**config.mk**
```make
export PLATFORM = sky130hd
export DESIGN_NAME = dac_arbiter
export DESIGN_NICKNAME = d
export VERILOG_FILES = /design/src/rtl/dac_arbiter.sv
export SDC_FILE = /design/constraint.sdc
export NUM_CORES = 1
export LEC_CHECK = 0
export ABC_CLOCK_PERIOD_IN_PS = 3400
export BUFFER_PORTS_ARGS = -buffer_cell sky130_fd_sc_hd__buf_2
export CAP_MARGIN = 40
export CORE_MARGIN = 5
export CORE_UTILIZATION = 45
export CTS_CLUSTER_DIAMETER = 100
export DETAILED_ROUTE_END_ITERATION = 10
export PLACE_DENSITY = 0.73
export RECOVER_POWER = 50
export SYNTH_ARGS = -nofsm -noshare
export SYNTH_HDL_FRONTEND = slang
export SYNTH_SLANG_ARGS = --single-unit
```
**constraint.sdc**
```tcl
create_clock -name sysclk -period 3.4 [get_ports sysclk]
set_input_delay 0.68 -clock sysclk [delete_from_list [all_inputs] [get_ports sysclk]]
set_output_delay 0.68 -clock sysclk [all_outputs]
set_load 0.01 [all_outputs]
```
**src/rtl/dac_arbiter.sv**
```systemverilog
// Two-requester DAC arbiter: grants one sample per DAC frame, then holds off for FRAME_CYCLES.
// Define DAC_ARB_FIXED_PRIO_EN for fixed priority (requester 0 wins ties); default is round-robin.
module dac_arbiter #(
    parameter int DATA_W       = 10,
    parameter int FRAME_CYCLES = 64
) (
    input  logic              sysclk,
    input  logic              reset_n,
    input  logic              req0,
    input  logic [DATA_W-1:0] data0,
    output logic              gnt0,
    input  logic              req1,
    input  logic [DATA_W-1:0] data1,
    output logic              gnt1,
    output logic [DATA_W-1:0] dac_data,
    output logic              dac_ch,
    output logic              dac_load,
    output logic              busy
);

    // state | meaning
    // IDLE  | arbitrating; a grant on this edge captures the winner's sample
    // LOAD  | grant cycle; next edge raises dac_load and arms the frame timer
    // WAIT  | frame timer running down; returns to IDLE at terminal count

    localparam int                CNT_W    = $clog2(FRAME_CYCLES);
    localparam logic [CNT_W-1:0]  CNT_LOAD = CNT_W'(FRAME_CYCLES - 1);

    typedef enum logic [1:0] {
        ST_IDLE = 2'd0,
        ST_LOAD = 2'd1,
        ST_WAIT = 2'd2
    } state_t;

    state_t              state_q, state_d;
    logic [CNT_W-1:0]    cnt_q, cnt_d;
    logic                gnt0_q, gnt0_d;
    logic                gnt1_q, gnt1_d;
    logic                load_q, load_d;
    logic [DATA_W-1:0]   data_q, data_d;
    logic                ch_q, ch_d;
    logic                pick1;

`ifdef DAC_ARB_FIXED_PRIO_EN
    assign pick1 = req1 & ~req0;
`else
    logic last_q, last_d;

    // On a tie the requester not granted last wins; reset value 1 lets requester 0 win first.
    assign pick1 = req1 & (~req0 | ~last_q);

    always_ff @(posedge sysclk or negedge reset_n) begin
        if (!reset_n) begin
            last_q <= 1'b1;
        end else begin
            last_q <= last_d;
        end
    end
`endif

    always_ff @(posedge sysclk or negedge reset_n) begin
        if (!reset_n) begin
            state_q <= ST_IDLE;
            cnt_q   <= '0;
            gnt0_q  <= 1'b0;
            gnt1_q  <= 1'b0;
            load_q  <= 1'b0;
            data_q  <= '0;
            ch_q    <= 1'b0;
        end else begin
            state_q <= state_d;
            cnt_q   <= cnt_d;
            gnt0_q  <= gnt0_d;
            gnt1_q  <= gnt1_d;
            load_q  <= load_d;
            data_q  <= data_d;
            ch_q    <= ch_d;
        end
    end

    always_comb begin
        state_d = state_q;
        cnt_d   = cnt_q;
        gnt0_d  = 1'b0;
        gnt1_d  = 1'b0;
        load_d  = 1'b0;
        data_d  = data_q;
        ch_d    = ch_q;
`ifndef DAC_ARB_FIXED_PRIO_EN
        last_d  = last_q;
`endif
        case (state_q)
            ST_IDLE: begin
                if (req0 || req1) begin
                    gnt0_d  = ~pick1;
                    gnt1_d  = pick1;
                    data_d  = pick1 ? data1 : data0;
                    ch_d    = pick1;
`ifndef DAC_ARB_FIXED_PRIO_EN
                    last_d  = pick1;
`endif
                    state_d = ST_LOAD;
                end
            end
            ST_LOAD: begin
                load_d  = 1'b1;
                cnt_d   = CNT_LOAD;
                state_d = ST_WAIT;
            end
            ST_WAIT: begin
                if (cnt_q == '0) begin
                    state_d = ST_IDLE;
                end else begin
                    cnt_d = cnt_q - CNT_W'(1);
                end
            end
            default: begin
                state_d = ST_IDLE;
            end
        endcase
    end

    assign gnt0     = gnt0_q;
    assign gnt1     = gnt1_q;
    assign dac_load = load_q;
    assign dac_data = data_q;
    assign dac_ch   = ch_q;
    assign busy     = (state_q != ST_IDLE);

endmodule
```
==> impl_metrics.yaml <==
clock_network:
  postCtsSetupBuffers: 0
  post_cts_resized: 0
  tritoncts.num_buffers: 3
  cts_tree: "done"
  path_clk_slew_ps: 110
  cts_max_level: 1
  clock_latency_ps: 310
  cts_sinks: 23
  clk_path_buf_depth: 2
  cts_hold_buf: 0
  clockRootBuffer: "clkbuf_4"
placement:
  placedInstanceArea_sq_mm: 0.001338
  gp_congestion: 0.8948
  dp_hpwl_mm: 1.939
  io_buffers: 38
cells_and_area:
  diodes: 0
  fin_area_sq_mm: 0.001359
  syn_to_final_growth_pct: 17.15
  drive_above_1_share_pct: 31.47
  final_cell_mix: "33 x buf_2, 22 x dfrtp_1, 13 x inv_1, 11 x nor3_1, 9 x a221o_1"
  num-nets-final: 170
  layout_commonest_cell: "buf_2"
global_route:
  antenna_found_initial: 0
  gr-total-overflow: 0
  grt_pass1_wl_mm: 3.933
  grt_start_max_net_pins: 24
  grt_pass1_vias: 914
  track_usage_pct: 13.91
synth:
  synth_compound_area_share_pct: 21.79
  synth-seq-area-share_pct: 49.73
  synth_area_leaders: "dfrtp_1 47%, a221o_1 7.8%, nor3_1 4.7%, inv_1 4.2%, buf_6 2.9%"
  syn_nets: 134
  synth_top_cell_area_share_pct: 47.46
  synth.cell_area_sq_mm: 0.001160
  synth_top_area_cell: "dfrtp_1"
  synthFlopType: "dfrtp_1"
  synthArstFlopShare_pct: 100.0
  synth_cells: 108
  synthXorXnorAreaFrac_pct: 0
  synth.distinct_cells: 33
  synth.area.mux_share_pct: 1.942
  yosys.area_share.simple_pct: 15.86
  synth_edf_count: 0
  synth_seq_cells: 23
  ys_warn_count: 0
  synth_fa_ha_area_share_pct: 2.157
  synth_top_family_by_area: "compound AO/OA/AOI/OAI gates"
  syn_avg_cell_area_sq_um: 10.74
route:
  ant_nets: 0
  remaining_drc_errors: 0
  top_layer: "met4"
  met3_length_um: 187
  first_pass_iters: 4
  met2WireLength_mm: 1.275
  drt_iter0_drc: 32
  vias: 936
  wl_per_cell_um: 14.28
  wl_met1_um: 994
  via_per_inst: 5.410
  wirelength_mm: 2.470
pwr:
  power_density_mw_per_mm2: 771.9
  ir_drop_mv: 0.5106
  p_leak_nw: 0.6703
run_status:
  outcome: "finished clean"
setup_path:
  crit_start: "state_q[0]"
  regToRegSetupSlack_ps: 1320
  setup.worst_path.class: "register to output port"
  cp_max_fo: 14
  cp-endpoint: "busy"
  worstPathRequired_ps: 2720
  end_kind: "output port"
  worstPathArrival_ps: 1810
  r2r-start: "state_q[0]"
  worst_r2r_path_depth: 3
  r2r-end: "dac_data[9]"
  crit_path_start_kind: "register"
die:
  dieArea_sq_mm: 0.003693
  initial_utilization_pct: 46.82
  die_y_um: 60.77
  rows: 18
  fp.dieW_um: 60.77
  core_sq_mm: 0.002477
  pin_count: 39
job:
  drv_cap: 0
timing:
  fin_skew_ps: 11.25
  worst_pin_slew_ps: 1168
  final_max_slew_viol_count: 0
  fin_tns_setup_ps: 0
  hold_violations: 0
  rsz0062_at_grt: "false"
  period_share_pct: 73.33
  relSlewSlack_pct: 22.10
  clock.fmax_mhz: 401.1
  worst_hold_slack_ps: 493.7
  setup_viol: 0
  fin_crit_ps: 2493
worst_hold_path:
  worstHoldStart: "dac_ch"
  min_path_type: "register to register"
## final cells by class
type / count / area, sq um
fillers: 233 / 1119
flip-flops and latches: 23 / 576.8
multi-input cells: 65 / 484.2
repair buffers: 38 / 183.9
inverters: 13 / 48.80
well taps: 30 / 37.54
clock buffers: 3 / 22.52
clock inverters: 1 / 5.005
## report_power, final
group / total (mW) / switching (mW) / internal (mW) / leakage (nW)
Combinational: 0.448 / 0.241 / 0.208 / 0.386
Sequential: 0.480 / 0.0947 / 0.385 / 0.266
Clock: 0.121 / 0.0770 / 0.0439 / 0.0177
Total: 1.05 / 0.412 / 0.637 / 0.670
## how the worst min path moves through the flow
stage                        endpoint  cells after the start
after floorplan              cnt_q[0]                      0
after global placement         dac_ch                      1
after detailed placement       dac_ch                      1
after CTS                 dac_data[1]                      1
after global routing           dac_ch                      1
final                          dac_ch                      1
## cells by family after synthesis
| kind of cell | count (synthesis) |
|---|---|
| mux | 2 |
| simple gates | 33 |
| compound gates | 28 |
| fa+ha+maj | 2 |
| buf+inv | 20 |
| flops | 23 |
## per-layer routing
metal  GRT usage, %  up-vias
li1               -      460
met4          3.406        0
met3          5.532        2
met2          23.97       31
met5              0        -
met1          16.18      443
## worst max-delay path: stages, from the launching register on
cell     delay, ps
dfrtp_1        570
or2_0          680
buf_2          270
## metrics by stage
| stage | cells | setup WS [ps] | util [%] | power, mW |
|---|---|---|---|---|
| floorplan | 108 | 1726 | - | 0.8246 |
| global placement | 169 | 1535 | 53.99 | 0.9267 |
| detailed placement | 169 | 1487 | 53.99 | 0.9437 |
| CTS | 173 | 1132 | 55.10 | 1.067 |
| global route | 173 | 768.4 | 54.85 | 1.130 |
| finish | 173 | 906.9 | 54.85 | 1.049 |
## cells in the mapped netlist (2+ instances only)
cell / number
o21ai_0: 2
ha_1: 2
nor2_1: 7
buf_6: 3
nand2_1: 3
dfrtp_1: 22
mux2_2: 2
inv_1: 13
a41o_1: 2
nor3_1: 11
a211oi_1: 2
nor2b_1: 4
a21o_1: 4
clkbuf_1: 3
a221o_1: 9
a311oi_1: 2
## state kept, by name, indices dropped and copies added, names as in the netlist
name,count
gnt0,1
state_q,2
gnt1,1
dac_load,1
dac_ch,1
cnt_q,6
dac_data,10
last_q,1
No activity file was read; power rests on OpenSTA's default activity.
